<file path="config.mk">
export PLATFORM = sky130hd
export DESIGN_NAME = muldiv_seq
export DESIGN_NICKNAME = d
export VERILOG_FILES = /design/src/rtl/muldiv_seq_pkg.sv /design/src/rtl/muldiv_iter.sv /design/src/rtl/muldiv_seq.sv
export SDC_FILE = /design/constraint.sdc
export NUM_CORES = 1
export LEC_CHECK = 0
export ABC_AREA = 1
export BUFFER_PORTS_ARGS = -buffer_cell sky130_fd_sc_hd__buf_2
export CORE_MARGIN = 2
export CORE_UTILIZATION = 30
export DETAILED_ROUTE_END_ITERATION = 8
export PLACE_DENSITY = 0.48
export SYNTH_ARGS = -nofsm -noshare
export SYNTH_HDL_FRONTEND = slang
export SYNTH_SLANG_ARGS = --single-unit
</file>
<file path="constraint.sdc">
create_clock -name clock -period 6.24 [get_ports clock]
set_input_delay 0.312 -clock clock [delete_from_list [all_inputs] [get_ports clock]]
set_output_delay 0.312 -clock clock [all_outputs]
set_load 0.02 [all_outputs]
</file>
<file path="src/rtl/muldiv_seq_pkg.sv">
`default_nettype none
// ============================================================================
// Module      : muldiv_seq_pkg
// Description : Shared definitions for the multi-cycle multiply/divide unit:
//               MIPS funct codes of the HI/LO instruction class and the
//               sequencer state encoding.
// Revision    : 1.0 - initial release
// ============================================================================
package muldiv_seq_pkg;

  // funct field values of the HI/LO-class R-type instructions
  localparam logic [5:0] FUNC_MFHI  = 6'h10;
  localparam logic [5:0] FUNC_MTHI  = 6'h11;
  localparam logic [5:0] FUNC_MFLO  = 6'h12;
  localparam logic [5:0] FUNC_MTLO  = 6'h13;
  localparam logic [5:0] FUNC_MULT  = 6'h18;
  localparam logic [5:0] FUNC_MULTU = 6'h19;
  localparam logic [5:0] FUNC_DIV   = 6'h1A;
  localparam logic [5:0] FUNC_DIVU  = 6'h1B;

  // Sequencer states
  typedef enum logic [1:0] {
    S_IDLE = 2'd0,  // accepting commands
    S_CALC = 2'd1,  // one shift-add / shift-subtract iteration per cycle
    S_FIX  = 2'd2,  // sign correction and HI/LO write
    S_DZ   = 2'd3   // divide-by-zero fast path
  } state_t;

endpackage
`default_nettype wire

</file>
<file path="src/rtl/muldiv_iter.sv">
`default_nettype none
// ============================================================================
// Module      : muldiv_iter
// Description : 2*XLEN-bit work register plus one iteration of either an
//               LSB-first shift-add multiply or a restoring shift-subtract
//               divide.
//               Multiply: load {0, multiplicand}; after XLEN steps the
//                         register holds the full product.
//               Divide  : load {0, dividend}; after XLEN steps the upper half
//                         holds the remainder, the lower half the quotient.
// Ports       : clock, reset      - clock, async active-high reset
//               load_i/load_val_i - overwrite the work register
//               step_i            - perform one iteration this cycle
//               is_div_i          - 1: divide step, 0: multiply step
//               operand_i         - multiplier / divisor magnitude
//               work_o            - current work register
// Revision    : 1.0 - initial release
// ============================================================================
module muldiv_iter #(
  parameter int XLEN = 32
) (
  input  logic              clock,
  input  logic              reset,
  input  logic              load_i,
  input  logic [2*XLEN-1:0] load_val_i,
  input  logic              step_i,
  input  logic              is_div_i,
  input  logic [XLEN-1:0]   operand_i,
  output logic [2*XLEN-1:0] work_o
);

  logic [2*XLEN-1:0] work_q, work_d;
  logic [2*XLEN-1:0] w_step;
  logic [XLEN:0]     w_sum;   // upper half + addend, with carry
  logic [XLEN:0]     w_top;   // upper half after the left shift
  logic [XLEN:0]     w_diff;  // trial subtraction; MSB is the borrow

  always_comb begin
    w_sum  = {1'b0, work_q[2*XLEN-1:XLEN]} + (work_q[0] ? {1'b0, operand_i} : '0);
    w_top  = work_q[2*XLEN-1:XLEN-1];
    w_diff = w_top - {1'b0, operand_i};
    if (is_div_i) begin
      // Restore (keep the plain shift) when the trial subtraction borrows
      if (!w_diff[XLEN]) begin
        w_step = {w_diff[XLEN-1:0], work_q[XLEN-2:0], 1'b1};
      end else begin
        w_step = {work_q[2*XLEN-2:0], 1'b0};
      end
    end else begin
      // Carry out of the add becomes the new MSB as the pair shifts right
      w_step = {w_sum, work_q[XLEN-1:1]};
    end

    work_d = work_q;
    if (load_i) begin
      work_d = load_val_i;
    end else if (step_i) begin
      work_d = w_step;
    end
  end

  always_ff @(posedge clock or posedge reset) begin
    if (reset) begin
      work_q <= '0;
    end else begin
      work_q <= work_d;
    end
  end

  assign work_o = work_q;

endmodule
`default_nettype wire

</file>
<file path="src/rtl/muldiv_seq.sv">
`default_nettype none
// ============================================================================
// Module      : muldiv_seq
// Description : Multi-cycle multiply/divide sequencer for the MIPS execute
//               stage. Owns HI/LO, serves mfhi/mflo/mthi/mtlo and stalls
//               HI/LO-class instructions while a result is pending.
// Ports       : clock, reset      - clock, async active-high reset
//               op_valid          - HI/LO-class instruction present
//               Function_opcode   - funct field
//               Read_data_1/2     - rs / rt operands
//               busy, stall, done - status; done is a one-cycle pulse
//               div_zero          - sticky: last div/divu had rt == 0
//               hi, lo            - HI/LO registers
//               mf_data           - combinational mfhi/mflo read data
// Revision    : 1.0 - initial release
// ============================================================================
module muldiv_seq
  import muldiv_seq_pkg::*;
#(
  parameter int XLEN = 32
) (
  input  logic            clock,
  input  logic            reset,
  input  logic            op_valid,
  input  logic [5:0]      Function_opcode,
  input  logic [XLEN-1:0] Read_data_1,
  input  logic [XLEN-1:0] Read_data_2,
  output logic            busy,
  output logic            stall,
  output logic            done,
  output logic            div_zero,
  output logic [XLEN-1:0] hi,
  output logic [XLEN-1:0] lo,
  output logic [XLEN-1:0] mf_data
);

  localparam int CNT_W = $clog2(XLEN);
  localparam logic [CNT_W-1:0] C_LAST = CNT_W'(XLEN - 1);

  state_t            state_q, state_d;
  logic [CNT_W-1:0]  cnt_q, cnt_d;
  logic [XLEN-1:0]   hi_q, hi_d, lo_q, lo_d;
  logic [XLEN-1:0]   rs_raw_q, rs_raw_d;    // unmodified rs for the div-by-zero HI value
  logic [XLEN-1:0]   opnd_q, opnd_d;        // multiplier / divisor magnitude
  logic              neg_res_q, neg_res_d;  // negate product / quotient
  logic              neg_rem_q, neg_rem_d;  // negate remainder
  logic              is_div_q, is_div_d;
  logic              done_q, done_d;
  logic              dz_q, dz_d;

  logic              w_load, w_step;
  logic [2*XLEN-1:0] w_load_val, w_work, w_prod;
  logic [XLEN-1:0]   w_quo, w_rem;
  logic              w_signed, w_div;
  logic [XLEN-1:0]   w_rs_mag, w_rt_mag;

  muldiv_iter #(.XLEN(XLEN)) u_iter (
    .clock      (clock),
    .reset      (reset),
    .load_i     (w_load),
    .load_val_i (w_load_val),
    .step_i     (w_step),
    .is_div_i   (is_div_q),
    .operand_i  (opnd_q),
    .work_o     (w_work)
  );

  always_comb begin
    w_signed   = (Function_opcode == FUNC_MULT) || (Function_opcode == FUNC_DIV);
    w_div      = (Function_opcode == FUNC_DIV)  || (Function_opcode == FUNC_DIVU);
    w_rs_mag   = (w_signed && Read_data_1[XLEN-1]) ? -Read_data_1 : Read_data_1;
    w_rt_mag   = (w_signed && Read_data_2[XLEN-1]) ? -Read_data_2 : Read_data_2;
    w_load_val = {{XLEN{1'b0}}, w_rs_mag};

    w_prod = neg_res_q ? -w_work : w_work;
    w_quo  = neg_res_q ? -w_work[XLEN-1:0]      : w_work[XLEN-1:0];
    w_rem  = neg_rem_q ? -w_work[2*XLEN-1:XLEN] : w_work[2*XLEN-1:XLEN];

    state_d   = state_q;
    cnt_d     = cnt_q;
    hi_d      = hi_q;
    lo_d      = lo_q;
    rs_raw_d  = rs_raw_q;
    opnd_d    = opnd_q;
    neg_res_d = neg_res_q;
    neg_rem_d = neg_rem_q;
    is_div_d  = is_div_q;
    done_d    = 1'b0;
    dz_d      = dz_q;
    w_load    = 1'b0;
    w_step    = 1'b0;

    case (state_q)
      S_IDLE: begin
        if (op_valid) begin
          case (Function_opcode)
            FUNC_MULT, FUNC_MULTU, FUNC_DIV, FUNC_DIVU: begin
              w_load    = 1'b1;
              opnd_d    = w_rt_mag;
              rs_raw_d  = Read_data_1;
              neg_res_d = w_signed & (Read_data_1[XLEN-1] ^ Read_data_2[XLEN-1]);
              neg_rem_d = w_signed & Read_data_1[XLEN-1];
              is_div_d  = w_div;
              cnt_d     = '0;
              if (w_div && (Read_data_2 == '0)) begin
                state_d = S_DZ;
              end else begin
                state_d = S_CALC;
                if (w_div) begin
                  dz_d = 1'b0;
                end
              end
            end
            FUNC_MTHI: hi_d = Read_data_1;
            FUNC_MTLO: lo_d = Read_data_1;
            default: ;
          endcase
        end
      end
      S_CALC: begin
        w_step = 1'b1;
        cnt_d  = cnt_q + 1'b1;  // wraps to zero on the last iteration
        if (cnt_q == C_LAST) begin
          state_d = S_FIX;
        end
      end
      S_FIX: begin
        if (is_div_q) begin
          hi_d = w_rem;
          lo_d = w_quo;
        end else begin
          hi_d = w_prod[2*XLEN-1:XLEN];
          lo_d = w_prod[XLEN-1:0];
        end
        done_d  = 1'b1;
        state_d = S_IDLE;
      end
      S_DZ: begin
        hi_d    = rs_raw_q;
        lo_d    = '1;
        dz_d    = 1'b1;
        done_d  = 1'b1;
        state_d = S_IDLE;
      end
      default: state_d = S_IDLE;
    endcase
  end

  always_ff @(posedge clock or posedge reset) begin
    if (reset) begin
      state_q   <= S_IDLE;
      cnt_q     <= '0;
      hi_q      <= '0;
      lo_q      <= '0;
      rs_raw_q  <= '0;
      opnd_q    <= '0;
      neg_res_q <= 1'b0;
      neg_rem_q <= 1'b0;
      is_div_q  <= 1'b0;
      done_q    <= 1'b0;
      dz_q      <= 1'b0;
    end else begin
      state_q   <= state_d;
      cnt_q     <= cnt_d;
      hi_q      <= hi_d;
      lo_q      <= lo_d;
      rs_raw_q  <= rs_raw_d;
      opnd_q    <= opnd_d;
      neg_res_q <= neg_res_d;
      neg_rem_q <= neg_rem_d;
      is_div_q  <= is_div_d;
      done_q    <= done_d;
      dz_q      <= dz_d;
    end
  end

  always_comb begin
    case (Function_opcode)
      FUNC_MFHI: mf_data = hi_q;
      FUNC_MFLO: mf_data = lo_q;
      default:   mf_data = '0;
    endcase
  end

  assign busy     = (state_q != S_IDLE);
  assign stall    = busy & op_valid;
  assign done     = done_q;
  assign div_zero = dz_q;
  assign hi       = hi_q;
  assign lo       = lo_q;

endmodule
`default_nettype wire

</file>
=== Yosys cells after proc, flatten, opt, wreduce, memory -nomap -nowiden ===
Index checks and enable logic that the tools add are counted.

* Register bits: 204
* Logic and storage cells: 100
* Output and inout bits: 100
* Input port bits: 73

* Reductions and logical operators: 20
* Bitwise logic cells: 4
* $add $sub $neg: 8
* Mux-type cells: 37
* Eq/ne operators: 19

{| class="wikitable"
|+ Operators with widths
! operator !! count
|-
| 32-bit 2-to-1 mux || 11
|-
| 64-bit 2-to-1 mux || 5
|-
| 32-bit one-hot mux with 3 select lines || 2
|-
| 32-bit negator || 4
|-
| 64-bit negator || 1
|-
| 32-bit one-hot mux with 2 select lines || 1
|-
| 6-bit by 5-bit equality test with 1-bit output (second input constant) || 8
|-
| 32-bit by 33-bit adder with 33-bit output || 1
|-
| 33-bit by 32-bit subtractor with 33-bit output || 1
|-
| 32-bit zero test || 1
|-
| 3-bit AND reduction || 5
|-
| 5-bit 2-to-1 mux || 2
|-
| 5-bit one-hot mux with 2 select lines || 1
|-
| 1-bit 2-to-1 mux || 9
|-
| 2-bit 2-to-1 mux || 4
|-
| 2-bit inequality test (second input constant) || 4
|-
| 2-bit nonzero test || 4
|-
| 2-bit by 1-bit inequality test with 1-bit output (second input constant) || 3
|-
| 2-bit one-hot mux with 3 select lines || 1
|-
| 5-bit by 1-bit adder with 5-bit output (second input constant) || 1
|-
| 5-bit equality test (second input constant) || 1
|-
| 5-bit AND reduction || 1
|-
| 2-bit equality test (second input constant) || 2
|-
| 4-bit OR reduction || 1
|-
| 9 further kinds || 14
|}

=== Logic depth before layout (Yosys ltp) ===
* Depth after elaboration: 7
* Depth in mapped cells: 20

=== Hierarchy ===
Synthesis repeated with hierarchy kept, for this count alone.

* Cells, all modules: 3,250
* Area total of the unflattened synthesis: 19,959.1 um^2

{| class="wikitable"
|+ Modules (own cells, without submodules)
! module !! cells an instance !! seq. area each (um^2) !! area each (um^2) !! instances
|-
| muldiv_seq || 1,639 || 3,503.4 || 11,078.1 || 1
|-
| muldiv_iter || 1,611 || 1,601.5 || 8,881.0 || 1
|}

=== Least setup slack after synthesis ===
Ideal clock, no wire load.

* Path kind: flip-flop to flip-flop
* From: register u_iter.work_q[0] (netlist: u_iter.work_o[0])
* To: register u_iter.work_q[47] (netlist: u_iter.work_o[47])
* Arrival: 2.471 ns
* Clock period less this slack: 2.589 ns
* Cell stages (with the launch flop): 19
* Setup slack: 3.651 ns
* Cell sequence: dfrtp_1 > buf_2 > clkbuf_1 > nand2_1 > inv_1 > ha_1 > inv_1 > fa_1 > o21ai_1 > nand2_1 > nand2_1 > nand2_1 > nand2_1 > nand2_1 > nand3_1 > nand2_1 > or2_0 > nand3_1 > nand2_1

* Longest elaborated chain between the ends: 5

{| class="wikitable"
|+ Ends and longest elaborated chain
! item !! line !! RTL
|-
| start: declaration || muldiv_iter.sv:32 || <nowiki>logic [2*XLEN-1:0] work_q, work_d;</nowiki>
|-
| start signal: assignment || muldiv_iter.sv:66 || <nowiki>work_q <= work_d;</nowiki>
|-
| 32-bit 2-to-1 mux || muldiv_iter.sv:39 || <nowiki>w_sum = {1'b0, work_q[2*XLEN-1:XLEN]} + (work_q[0] ? {1'b0, operand_i} : '0);</nowiki>
|-
| 32-bit by 33-bit adder with 33-bit output || muldiv_iter.sv:39 ||
|-
| 64-bit 2-to-1 mux || muldiv_iter.sv:42 || <nowiki>if (is_div_i) begin</nowiki>
|-
| 64-bit 2-to-1 mux || muldiv_iter.sv:57 || <nowiki>end else if (step_i) begin</nowiki>
|-
| 64-bit 2-to-1 mux || muldiv_iter.sv:55 || <nowiki>if (load_i) begin</nowiki>
|}

No other way between the ends. The select of a mux whose other input is x is not followed.
A chain may end at the register's enable or synchronous reset.

=== Worst setup path in the final report ===
* From: register state_q[0]
* To: register u_iter.work_q[18] (netlist: u_iter.work_o[18])

* Longest elaborated chain between the ends: 3
* Elaborated cells between the ends (all ways): 6

{| class="wikitable"
|+ Ends and longest elaborated chain
! item !! line !! RTL
|-
| start: declaration || muldiv_seq.sv:40 || <nowiki>state_t state_q, state_d;</nowiki>
|-
| start signal: assignment || muldiv_seq.sv:163 || <nowiki>state_q <= state_d;</nowiki>
|-
| 2-bit by 1-bit equality test with 1-bit output / 2-bit zero test (equally long branches) || muldiv_seq.sv:93 || <nowiki>case (state_q)</nowiki>
|-
| 1-bit 2-to-1 mux || muldiv_seq.sv:93 ||
|-
| 2-bit nonzero test (no line) / 64-bit 2-to-1 mux (equally long branches) || -- ||
|}

Parallel ways exist; a longest one is shown, timed or not.

==> run_results.csv <==
group,metric,value,unit
outcome,status,"completed",
routing,drt_iter0_markers,2349,
synth,yosysTopAreaCell,"dfrtp_1",
critical_path,critPathSlowestCell,"nor3_4",
timing,slew_violations,0,
timing,min_period_over_period,0.621,
floorplan,rows,90,
grt,antenna_found_initial,2,
synth,yosysWarningCount,0,
timing,hold_violations,0,
timing,worstMarginPinSlew,1.40,ns
synth,synth_seq_cells,204,
synth,synth_top_area_share,0.276,
synth,avgSynthCellArea,6.21,um^2
routing,vias_per_cell,5.42,
critical_path,cp_max_fo,57,
critical_path,cp.arrival,4.38,ns
routing,wire_per_inst,22.8,um
timing,final-setup-viol-count,0,
job,drv_cap,0,
critical_path,setup.worst_path.start_class,"flop",
timing,rsz0062_at_grt,"false",
timing,setup-tns-final,0,ns
routing,vias,21100,
clock_network,h-tree-depth,1,
layout,drive_above_1_share,0.0958,
clock_network,cts_tree,"yes",
floorplan,die_w,252,um
grt,grt_max_degree,88,
grt,grt_overflow,0,
critical_path,end_kind,"flop",
placed_design,routabilityCongestion,0.975,
timing,skew,0.0221,ns
clock_network,insertion_delay,0.57,ns
routing,wirelength,88600,um
clock_network,cts_buffer_depth,3,
floorplan,io_pins,173,
synth,synth_edf_count,0,
timing,slew_headroom,0.0689,
critical_path,crit_chain,"nor2_2 > inv_2 > nor3_4 > clkinv_2 > buf_4 > nor2_1 > nand3_1 > nand4_1 > o21ai_0 > inv_1",
synth,synthTopCellsByArea,"dfrtp_1 (28%), nand2_1 (16%), inv_1 (8.5%)",
floorplan,start_util,0.305,
synth,synth-seq-area-share,0.276,
grt,grt_pass1_vias,19600,
min_path,hold_path_class,"input pin to flop",
clock_network,clockRootBuffer,"clkbuf_16",
floorplan,core_area,60600,um^2
layout,register_area,5110,um^2
clock_network,cts.clk_slew.worst_paths,0.06,ns
placed_design,dpl.hpwl,68600,um
floorplan,chipHeight,252,um
clock_network,ctsHoldBuffers,1,
critical_path,setup.worst_path.class,"flop to flop",
critical_path,crit_path_max_incr_delay,0.87,ns
synth,synth_cell_type_count,58,
routing,drt-pass1-iter-count,6,
layout,diodes,0,
clock_network,cts_buffers,27,
power,p_leak,10.6,nW
timing,holdWs,0.0319,ns
synth,netlist_instances,2978,
grt,grt_first_pass_wirelength,131000,um
layout,fillers,6816,
layout,syn_to_final_growth,13.1,%
critical_path,cp.required,6.75,ns
synth,synth_fp_nets,3123,
layout,multi_input_area,11300,um^2
timing,period_needed,3.88,ns
grt,grt_usage,0.273,
clock_network,cts-resized-gates,0,
routing,ant_nets,0,
floorplan,dieArea,63600,um^2
timing,fmax,258,MHz
layout,final_cell_mix,"nand2_1 (802), inv_1 (418), nor2_1 (324)",
layout,final_common_cell,"nand2_1",
power,vdd.ir_drop.worst,0.264,mV
synth,synth_top_flop_cell,"dfrtp_1",
layout,nets,3237,
clock_network,cts_setup_buffers,0,
placed_design,port_buffers,172,
clock_network,numClockSinks,204,
synth,async_flop_share,1.00,
power,power_density,571,nW/um^2
synth,synth_area,18500,um^2
routing,post-route-drc-count,0,
## Yosys cell counts (all sizes together) (11+ instances only)
library cell and count:
a21oi 156, a221oi 24, a22oi 26, a31oi 14
buf 38, clkbuf 73, dfrtp 204, ha 70
inv 429, nand2 818, nand3 238, nand3b 11
nand4 42, nor2 335, nor3 42, o211ai 13
o21ai 250, o21bai 11, o221ai 15, o22ai 50
xnor2 19, xor2 44
## per-stage QoR
| stage | std cells | util | power, W | setup WS, ns | instance area (um^2) |
|---|---|---|---|---|---|
| 2_1_floorplan | 2978 | - | 0.00759 | 0.361 | 18500 |
| 3_3_place_gp | 3844 | 0.331 | 0.0102 | 2.53 | 20000 |
| 3_5_place_dp | 3844 | 0.331 | 0.0102 | 2.43 | 20000 |
| 4_1_cts | 3893 | 0.345 | 0.0119 | 2.38 | 20900 |
| 5_1_grt | 3893 | 0.345 | 0.0129 | 2.01 | 20900 |
| 6_report | 3893 | 0.345 | 0.0119 | 2.36 | 20900 |
## power breakdown
group,switching [W],internal [W]
Clock,0.000684,0.000925
Sequential,0.000860,0.00192
Combinational,0.00529,0.00227
## routing by layer
metal / track usage / vias to the layer above / share of wire
li1: - / 10000 / -
met1: 0.415 / 10100 / 0.48
met2: 0.391 / 925 / 0.41
met3: 0.0585 / 100 / 0.092
met4: 0.0556 / 4 / 0.021
met5: 0 / - / 0.00021
## final cells by class
cell class,instances,area share
multi-input combinational,2234,0.540
inverter,429,0.0774
timing repair buffer,196,0.0499
clock buffer,36,0.0358
sequential,204,0.244
clock inverter,12,0.00604
tap,782,0.0468
## critical path: cells and delay by family, from the launching register on
| kind | cells | cell delay (ns) |
|---|---|---|
| DFF | 1 | 0.48 |
| buffers and inverters | 4 | 1.54 |
| AOI/OAI and AO/OA | 1 | 0.12 |
| and+or+nand+nor | 5 | 1.62 |
## sequential cells by signal, summed over array words and instances, names as in the netlist
signal and cells:
u_iter.work_o 64, hi 32, lo 32, opnd_q 32, rs_raw_q 32, cnt_q 5
state_q 2, div_zero 1, done 1, is_div_q 1, neg_rem_q 1, neg_res_q 1
## kinds of logic after synthesis
logic type / Yosys count / share of synthesized area
xor+xnor: 63 / 0.0299
compound gates: 591 / 0.186
fa+ha+maj: 72 / 0.0495
buf+inv: 540 / 0.114
flops: 204 / 0.276
simple gates: 1508 / 0.344
## worst paths after layout
kind                       depth (start not counted)                end       startpoint  slack, ns
max in group asynchronous                          4  u_iter.work_o[23]            reset       4.32
hold / removal                                     3       rs_raw_q[19]  Read_data_1[19]       0.03
min in group asynchronous                          3          opnd_q[3]            reset       0.40
hold reg to reg                                    2           div_zero         div_zero       0.47
setup / recovery                                  10  u_iter.work_o[18]       state_q[0]       2.36
setup reg to reg                                  10  u_iter.work_o[18]       state_q[0]       2.36
Power figures use the tool's default switching activity.
